### src/rtl/instruction_buffer_mux.sv
// rtl/instruction_buffer_mux.sv - fetch-to-decode instruction queue with RV32 field split
//
// Ports:
//   clk_in          rising-edge clock
//   reset_in        synchronous active-high reset (pointers and count only)
//   flush_in        discard all queued entries, present NOP fields
//   push_valid_in   fetch offers mp_instr_in / pc_in
//   push_ready_out  queue accepts the offer this cycle
//   mp_instr_in     fetched instruction word
//   pc_in           PC of mp_instr_in
//   pop_ready_in    decode consumes the head entry
//   pop_valid_out   head entry is valid
//   pc_out          PC of head entry, 0 when NOP presented
//   opcode_out      head[6:0]
//   funct3_out      head[14:12]
//   funct7_out      head[31:25]
//   rs1addr_out     head[19:15]
//   rs2addr_out     head[24:20]
//   rdaddr_out      head[11:7]
//   csr_addr_out    head[31:20]
//   instr_out       head[31:7]
//   count_out       number of valid entries, 0..DEPTH

module instruction_buffer_mux #(
    parameter int          DEPTH     = 4,
    parameter int          PC_W      = 32,
    parameter logic [31:0] NOP_INSTR = 32'h00000013
) (
    input  logic                       clk_in,
    input  logic                       reset_in,
    input  logic                       flush_in,
    input  logic                       push_valid_in,
    output logic                       push_ready_out,
    input  logic [31:0]                mp_instr_in,
    input  logic [PC_W-1:0]            pc_in,
    input  logic                       pop_ready_in,
    output logic                       pop_valid_out,
    output logic [PC_W-1:0]            pc_out,
    output logic [6:0]                 opcode_out,
    output logic [2:0]                 funct3_out,
    output logic [6:0]                 funct7_out,
    output logic [4:0]                 rs1addr_out,
    output logic [4:0]                 rs2addr_out,
    output logic [4:0]                 rdaddr_out,
    output logic [11:0]                csr_addr_out,
    output logic [24:0]                instr_out,
    output logic [$clog2(DEPTH):0]     count_out
);

    localparam int AW = $clog2(DEPTH);
    localparam int CW = AW + 1;
    localparam logic [CW-1:0] FULL_COUNT = CW'(DEPTH);

    // Storage is deliberately left unreset; only pointers and count clear.
    logic [31:0]     instr_mem [DEPTH];
    logic [PC_W-1:0] pc_mem    [DEPTH];

    logic [AW-1:0] rd_ptr;
    logic [AW-1:0] wr_ptr;
    logic [CW-1:0] count;

    logic          push_fire;
    logic          pop_fire;
    logic [31:0]   head_word;

    // Readiness is judged on the registered count only, so a full queue
    // refuses a push even when a pop fires in the same cycle.
    assign push_ready_out = (count < FULL_COUNT) & ~flush_in & ~reset_in;
    assign pop_valid_out  = (count != '0) & ~flush_in;

    assign push_fire = push_valid_in & push_ready_out;
    assign pop_fire  = pop_ready_in & pop_valid_out;

    always_ff @(posedge clk_in) begin
        if (push_fire) begin
            instr_mem[wr_ptr] <= mp_instr_in;
            pc_mem[wr_ptr]    <= pc_in;
        end
    end

    always_ff @(posedge clk_in) begin
        if (reset_in || flush_in) begin
            rd_ptr <= '0;
            wr_ptr <= '0;
            count  <= '0;
        end else begin
            if (push_fire) begin
                wr_ptr <= wr_ptr + AW'(1);
            end
            if (pop_fire) begin
                rd_ptr <= rd_ptr + AW'(1);
            end
            case ({push_fire, pop_fire})
                2'b10:   count <= count + CW'(1);
                2'b01:   count <= count - CW'(1);
                default: count <= count;
            endcase
        end
    end

    // Head selection: NOP and PC 0 whenever no valid entry is presented,
    // which also covers the flush cycle itself.
    always_comb begin
        head_word = NOP_INSTR;
        pc_out    = '0;
        if (pop_valid_out) begin
            head_word = instr_mem[rd_ptr];
            pc_out    = pc_mem[rd_ptr];
        end
    end

    assign opcode_out   = head_word[6:0];
    assign rdaddr_out   = head_word[11:7];
    assign funct3_out   = head_word[14:12];
    assign rs1addr_out  = head_word[19:15];
    assign rs2addr_out  = head_word[24:20];
    assign funct7_out   = head_word[31:25];
    assign csr_addr_out = head_word[31:20];
    assign instr_out    = head_word[31:7];
    assign count_out    = count;

endmodule

### config.mk
export PLATFORM = sky130hd
export DESIGN_NAME = instruction_buffer_mux
export DESIGN_NICKNAME = d
export VERILOG_FILES = /design/src/rtl/instruction_buffer_mux.sv
export SDC_FILE = /design/constraint.sdc
export NUM_CORES = 1
export LEC_CHECK = 0
export ABC_AREA = 0
export CAP_MARGIN = 0
export CORE_UTILIZATION = 48
export CTS_BUF_LIST = sky130_fd_sc_hd__clkbuf_16
export DETAILED_ROUTE_END_ITERATION = 12
export PLACE_DENSITY_LB_ADDON = 0.05
export RECOVER_POWER = 25
export REMOVE_ABC_BUFFERS = 1
export SYNTH_ARGS = -nofsm -noshare
export SYNTH_HDL_FRONTEND = slang
export SYNTH_SLANG_ARGS = --single-unit
### constraint.sdc
create_clock -name clk_in -period 2.9 [get_ports clk_in]
set_input_delay 0.29 -clock clk_in [delete_from_list [all_inputs] [get_ports clk_in]]
set_output_delay 0.29 -clock clk_in [all_outputs]
set_load 0.1 [all_outputs]
# == Word level (Yosys, flattened, before mapping) ==
# Memories as Yosys holds them, arrays and structs flattened. A register that Yosys moved wholly into a read port is not among the register bits.
# Cells that the tools add are included.
# Widths: inputs -> output; s select.
# totals
register_bits,7
ram_bits,256
in_bits,69
out_inout_bits,106
wordCells,31
memories,2
# classes
n_addsub,4
n_lt_le_gt_ge,1
n_eq_ne,2
muxes,9
bitwise_logic,7
reduce_logical,3
# memory_table
memory,depth,word_bits,rd,rd_clocked_by_memory_dff,wr,line,source
instr_mem,4,32,1,1,1,55,logic [31:0] instr_mem [DEPTH];
pc_mem,4,32,1,1,1,56,logic [PC_W-1:0] pc_mem [DEPTH];
# ops
operator,count
$mux 32,2
$mux 2,4
$pmux 3 s2,1
$and 1x1->1,5
$add 2x1->2 const B,2
$add 3x1->3 const B,1
$lt 3x3->1 const B,1
$reduce_bool 3->1,1
$sub 3x1->3 const B,1
$eq 2x1->1 const B,1
$eq 2x2->1 const B,1
$mux 1,2
$not 1->1,2
$reduce_bool 2->1,1
$logic_or 1x1->1,1

# == Longest topological paths before layout ==
# Gate-level depths: netlist of run 1.
# depth
depth_word,6
depth_mapped,7

# == Worst setup path after synthesis of run 1 ==
# OpenSTA, ideal clock, no wires.
# synth_path
kind,register to output
startpoint,register count[0] (netlist: count_out[0])
endpoint,output port pc_out[22]
t_arrival_ps,3338
setup_slack_ps,-728
path_stages_with_launch,5
cell_sequence,dfxtp_1 > nor3_2 > nor2_2 > clkbuf_1 > and2_1
# synth_between
elab_chain_len,3
# synth_lines
element,line,source
"start, declared",60,logic [CW-1:0] count;
"start signal, assigned",94,2'b10: count <= count + CW'(1);
"start signal, assigned",95,2'b01: count <= count - CW'(1);
"start signal, assigned",96,default: count <= count;
$reduce_bool 3->1,69,assign pop_valid_out = (count != '0) & ~flush_in;
$and 1x1->1,69,
net pop_valid_out,37,"output logic pop_valid_out,"
$mux 32,106,if (pop_valid_out) begin
"end, declared",38,"output logic [PC_W-1:0] pc_out,"
# The timed path passes the listed nets, and every way through them passes these cells.

==> results of run 1 <==
[worst max-delay path: cells and delay by family (launching register included)]
kind	cells	cell delay, ns
flip-flops	1	0.55
AND/OR/NAND/NOR	1	0.27
multiplexers	1	0.55
buffers and inverters	2	0.47
[stage by stage]
step                hold slack (ns)  cell area (um^2)  setup TNS, ns  utilization  setup WS (ns)
floorplan                     0.389             10000        -287.25            -          -2.67
global placement              0.465             13400              0        0.630          0.422
detailed placement            0.490             13400              0        0.630          0.348
CTS                           0.384             14200              0        0.669          0.142
global route                  0.437             14200              0        0.669         0.0896
finish                        0.422             14200              0        0.669          0.215
[worst max path at each step]
stage	cells past startpoint	from	endpoint	slack [ns]
final	4	flip-flop	instr_out[18]	0.21
after detailed placement	8	flush_in	count_out[2]	0.35
after global placement	8	flush_in	count_out[2]	0.42
after global routing	4	flip-flop	funct7_out[6]	0.09
after CTS	4	flip-flop	instr_out[18]	0.14
after floorplan	2	flip-flop	csr_addr_out[0]	-2.67
[power groups by stage]
stage | logic [mW] | registers, mW | clock network [mW]
floorplan | 0.171 | 4.33 | 0
global placement | 0.394 | 4.32 | 0
detailed placement | 0.403 | 4.32 | 0
CTS | 0.404 | 4.24 | 3.25
global route | 0.410 | 4.24 | 3.41
finish | 0.389 | 4.24 | 3.18
[logic make-up (layout without fill, tap and decap cells)]
kind of cell / after synthesis / count (layout) / synth area share
DFF: 265 / 265 / 0.751
adders and majority gates: 6 / 6 / 0.00788
muxes: 65 / 65 / 0.139
AOI/OAI and AO/OA: 8 / 8 / 0.00406
xor gates and xnor gates: 3 / 3 / 0.00251
buffers and inverters: 61 / 245 / 0.0460
other: 0 / 4 / 0
and+or+nand+nor: 83 / 83 / 0.0499
[synthesized netlist by cell type]
library cell and count:
or2_2 1, and2_1 65, mux4_1 1, or3_1 6, nor2_2 1, inv_1 3, ha_1 5, nor3_2 1
clkbuf_2 1, buf_12 6, o21ai_0 3, buf_2 6, nand2b_1 1, edfxtp_1 256, o31ai_1 1, buf_4 37
dfxtp_1 9, a21oi_1 4, buf_6 1, clkbuf_1 7, nand2_1 2, nor4b_4 1, mux4_2 63, xor2_1 1
fa_1 1, mux2i_1 1, xnor2_1 2, nor2_1 5
[layout make-up]
cell class	count	area, um^2	share of cell area
Sequential cell	265	7880	0.554
Timing Repair Buffer	194	3000	0.211
Multi-Input combinational cell	165	2140	0.151
Clock buffer	27	676	0.0476
Tap cell	275	344	0.0242
Clock inverter	21	143	0.0100
Inverter	3	11.3	0.000793
Antenna cell	4	10.0	0.000705
[sequential cells by signal, summed over array words and instances, names as in the netlist, named ones only]
register and cells:
wr_ptr 2, rd_ptr 2, pc_mem 128, instr_mem 128, count_out 3
[per-layer routing]
layer / wire length (um) / track usage
met5: 0 / 0
met4: 332 / 0.0520
met3: 1080 / 0.0357
met2: 10200 / 0.315
met1: 8030 / 0.240
==> flow_summary_export.csv, run 1 <==
group,metric,value,unit
global_routing,gr-usage-all-layers,0.184,
timing,max_slew_margin,0.626,
power_and_ir_drop,pwr-share-comb,0.050,
global_routing,grt_overflow,0,
logic_synthesis,ys_ff_latch,265,
routing,route.detailed.wl_per_inst,20.6,um
floorplan,die-area,22400,um^2
setup_path,crit_chain,"buf_12 -> mux4_2 -> and2_1 -> buf_12",
place,dpl.cell_count,902,
setup_path,r2r_cells,7,
place,gp_congestion,0.701,
timing,period_minus_slack,2.69,ns
flow_run,drv_cap,0,
setup_path,r2r_start,"count_out[0]",
final_layout,drive_above_1_share,0.347,
timing,rsz0062_at_grt,"false",
routing,remaining_drc_errors,0,
setup_path,crit_slowest_cell,"dfxtp_4",
floorplan,die_h,150,um
logic_synthesis,syn_inst,491,
clocking,numCtsBuffers,27,
clocking,postCtsSetupBuffers,0,
global_routing,grt_max_degree,33,
clocking,cts_sinks,265,
floorplan,rows,53,
final_layout,n_fill_cell,1412,
power_and_ir_drop,p_leak,4.70,nW
final_layout,mostFrequentLayoutCells,"256 x edfxtp_1, 110 x buf_12, 63 x mux4_2",
clocking,clockBufferDepth,3,
power_and_ir_drop,power.total,7.80,mW
setup_path,critPathArrivalTime,2.40,ns
clocking,ctsResizeCount,0,
global_routing,antenna_found_initial,4,
power_and_ir_drop,powerDensity,549,nW/um^2
routing,antenna_left,0,
place,hpwl,12500,um
global_routing,grt_pass1_vias,5588,
clocking,htreeDepth,1,
timing,fmax,372,MHz
routing,avgViaCountPerCell,5.26,
power_and_ir_drop,ir_drop,0.000498,V
logic_synthesis,synthDistinctLibCells,28,
setup_path,cpPeakStageDelay,0.55,ns
setup_path,startpoint_type,"flip-flop",
global_routing,grt_pass1_wl,30900,um
floorplan,ioPinCount,175,
clocking,cts_hold_buf,0,
run_status,outcome,"finished clean",
floorplan,start_util,0.494,
timing,tightest_slew,0.558,ns
routing,num_vias,5016,
final_layout,final_common_cell,"edfxtp_1",
clocking,cts_root_buf,"clkbuf_16",
logic_synthesis,netlist_area,10500,um^2
setup_path,cp_max_fo,24,
timing,slew_viol_final,0,
power_and_ir_drop,switchingPower,1.55,mW
worst_hold_path,whs_endpoint,"instr_mem[3][30]",
worst_hold_path,min_path_cells,1,
timing,hold_viol,0,
routing,dr.first_iter.drc_count,250,
setup_path,timing.rr.end,"count_out[2]",
clocking,cts.reportedPaths.clkPinSlew,0.06,ns
logic_synthesis,yosysWarnings,0,
final_layout,area_delta_synth_final,35.6,%
logic_synthesis,ys_top_cells_by_area,"edfxtp_1 73%, mux4_2 14%, and2_1 3.9%, buf_4 2.7%, dfxtp_1 1.7%",
setup_path,cp_common_cell,"buf_12",
place,port_buffers,174,
logic_synthesis,ys_seq_area_frac,0.751,
worst_hold_path,hp-class,"input port to flip-flop",
logic_synthesis,avgSynthCellArea,21.3,um^2
routing,wl,19600,um
final_layout,fin_nets,731,
power_and_ir_drop,p_int,6.25,mW
worst_hold_path,min_from,"mp_instr_in[30]",
logic_synthesis,synth_area_leader_cell,"edfxtp_1",
logic_synthesis,netlist.area_leader.share,0.734,
clocking,cts_tree,"done",
power_and_ir_drop,swShare,0.199,
timing,clock_skew,0.0130,ns
setup_path,r2r_setup_slack,0.63,ns
timing,timing.final.crit_share,0.926,
floorplan,die_w,150,um
timing,setup_viol,0,
routing,dr.pass1.iters,4,
clocking,clk_latency,0.51,ns
setup_path,endpoint_kind,"output port",
setup_path,path_class,"flip-flop to output port",
power_and_ir_drop,clockPowerShare,0.407,
floorplan,coreArea,21200,um^2
setup_path,cp_data_required_time,2.61,ns
final_layout,fin_cells,954,
power_and_ir_drop,seqPwrFrac,0.543,
Note: power is estimated with default switching activity, not from simulation.
==> run 2, diff against run 1 <==
--- a/config.mk
+++ b/config.mk
@@ -9,6 +9,7 @@
 export CAP_MARGIN = 0
 export CORE_UTILIZATION = 48
 export CTS_BUF_LIST = sky130_fd_sc_hd__clkbuf_16
+export CTS_CLUSTER_DIAMETER = 200
 export DETAILED_ROUTE_END_ITERATION = 12
 export PLACE_DENSITY_LB_ADDON = 0.05
 export RECOVER_POWER = 25
==> results of run 2 <==
No change in the layout: final DEF, timing and power equal those of run 1.
==> run 3, diff against run 2 <==
==> constraint.sdc (replaced) <==
create_clock -name clk_in -period 2.35 [get_ports clk_in]
set_input_delay 0.235 -clock clk_in [delete_from_list [all_inputs] [get_ports clk_in]]
set_output_delay 0.235 -clock clk_in [all_outputs]
set_load 0.1 [all_outputs]
==> run 3 against run 2 <==
Compared with the run above: the run now ends with setup timing left; clock-buffer cell count unchanged; combinational power grew 29%; core utilization up 2.0 points; clock power is 20% higher; worst hold slack worse by 0.065 ns; setup slack got worse by 0.29 ns; non-clock buffer count rose by 23; final cell count increased by 2.2%; register-to-register slack lost 0.40 ns; critical path depth increased by 2; global-route usage is 0.55 points higher.
==> flow_summary_export.csv, run 3 (synthesized netlist as in run 1, its figures left out) <==
group,metric,value,unit
timing,fmax,413,MHz
routing,antenna_left,0,
timing,fin_ws,-0.0711,ns
routing,dr.first_iter.drc_count,246,
clocking,clk_latency,0.52,ns
floorplan,ioPinCount,175,
timing,tightest_slew,0.306,ns
setup_path,path_class,"flip-flop to output port",
timing,hold_viol,0,
timing,clock_skew,0.00533,ns
timing,rsz0062_at_grt,"true",
setup_path,cp_max_fo,5,
global_routing,use_met3,0.0405,
clocking,clockBufferDepth,3,
clocking,cts_root_buf,"clkbuf_16",
floorplan,rows,53,
clocking,cts.reportedPaths.clkPinSlew,0.06,ns
clocking,cts_hold_buf,0,
setup_path,endpoint_kind,"output port",
global_routing,antenna_found_initial,2,
place,port_buffers,174,
setup_path,critPathArrivalTime,2.19,ns
setup_path,r2r_cells,7,
final_layout,fin_cells,975,
floorplan,start_util,0.494,
floorplan,die_w,150,um
worst_hold_path,hp-class,"input port to flip-flop",
setup_path,cp_data_required_time,2.12,ns
power_and_ir_drop,ir_drop,0.000646,V
final_layout,drive_above_1_share,0.418,
global_routing,gr-usage-all-layers,0.189,
flow_run,drv_cap,0,
timing,slew_viol_final,0,
run_status,outcome,"complete, but fails checks",
worst_hold_path,min_from,"mp_instr_in[5]",
global_routing,gr-usage-met1,0.250,
routing,route.detailed.wl_per_inst,21.0,um
global_routing,grtUsageMet2,0.317,
worst_hold_path,min_path_cells,1,
global_routing,grt_most_used_layer,"met2",
global_routing,grt_pass1_wl,31500,um
global_routing,grt_overflow,0,
timing,tns,-1.01,ns
place,dpl.cell_count,900,
final_layout,fin_nets,754,
setup_path,r2r_start,"count_out[2]",
clocking,numCtsBuffers,27,
timing,timing.final.crit_share,1.03,
setup_path,startpoint_type,"flip-flop",
power_and_ir_drop,p_leak,4.90,nW
clocking,cts_sinks,265,
floorplan,die-area,22400,um^2
routing,wl,20500,um
timing,period_minus_slack,2.42,ns
power_and_ir_drop,powerDensity,653,nW/um^2
global_routing,grt_pass1_vias,5588,
global_routing,grt_max_degree,46,
timing,max_slew_margin,0.796,
floorplan,die_h,150,um
floorplan,coreArea,21200,um^2
final_layout,area_delta_synth_final,39.5,%
final_layout,mostFrequentLayoutCells,"256 x edfxtp_1, 118 x buf_12, 64 x mux4_2",
final_layout,final_common_cell,"edfxtp_1",
place,gp_congestion,0.741,
routing,avgViaCountPerCell,5.34,
routing,remaining_drc_errors,0,
timing,setup_viol,37,
final_layout,n_fill_cell,1356,
clocking,cts_tree,"done",
clocking,htreeDepth,1,
run_status,violations,"setup timing",
routing,num_vias,5205,
setup_path,r2r_setup_slack,0.23,ns
routing,dr.pass1.iters,5,
place,hpwl,11900,um
==> run 3: layout make-up <==
class	instances	area, um^2	area share
Clock inverter	22	118	0.00804
Sequential cell	265	7880	0.539
Inverter	3	11.3	0.000770
Antenna cell	1	2.50	0.000171
Timing Repair Buffer	217	3360	0.230
Tap cell	275	344	0.0235
Multi-Input combinational cell	165	2230	0.153
Clock buffer	27	676	0.0462
==> run 3: routing by layer <==
layer,wire (um),vias to the layer above
met1,8390,2707
met3,1150,39
met2,10500,157
met5,13,-
li1,-,2300
met4,480,2
==> run 3: metrics by stage <==
stage                util  worst slack, ns  hold slack (ns)  total power [mW]  cell area, um^2
floorplan               -            -3.16            0.334              5.55            10000
global placement    0.631           0.0308            0.468              5.81            13400
detailed placement  0.631           -0.162            0.486              5.83            13400
CTS                 0.685           -0.111            0.328              9.64            14500
global route        0.689           -0.123            0.376              9.81            14600
finish              0.689          -0.0711            0.357              9.55            14600
==> run 3: final timing paths <==
kind                                         to
worst min register to register        flip-flop
worst min-delay path            instr_mem[0][5]
worst max register to register     count_out[2]
worst max-delay path            csr_addr_out[2]
==> run 3: worst max-delay path, stage by stage (launching register included) <==
cell     delay [ns]
dfxtp_4        0.40
buf_16         0.15
buf_12         0.12
buf_12         0.10
mux4_2         0.51
and2_4         0.21
buf_12         0.17
==> run 3: what timing repair did <==
item,in CTS,in global routing
pin swaps,0,0
buffers inserted,16,7
cloned,3,1
setup endpoints to repair,98,96
gates resized for setup,55,19
endpoints found under the hold margin,0,0
==> run 3: power breakdown <==
group          switching [mW]  internal, mW
sequential             0.0101          5.22
combinational           0.278         0.222
clock                    1.65          2.18
total                    1.94          7.62
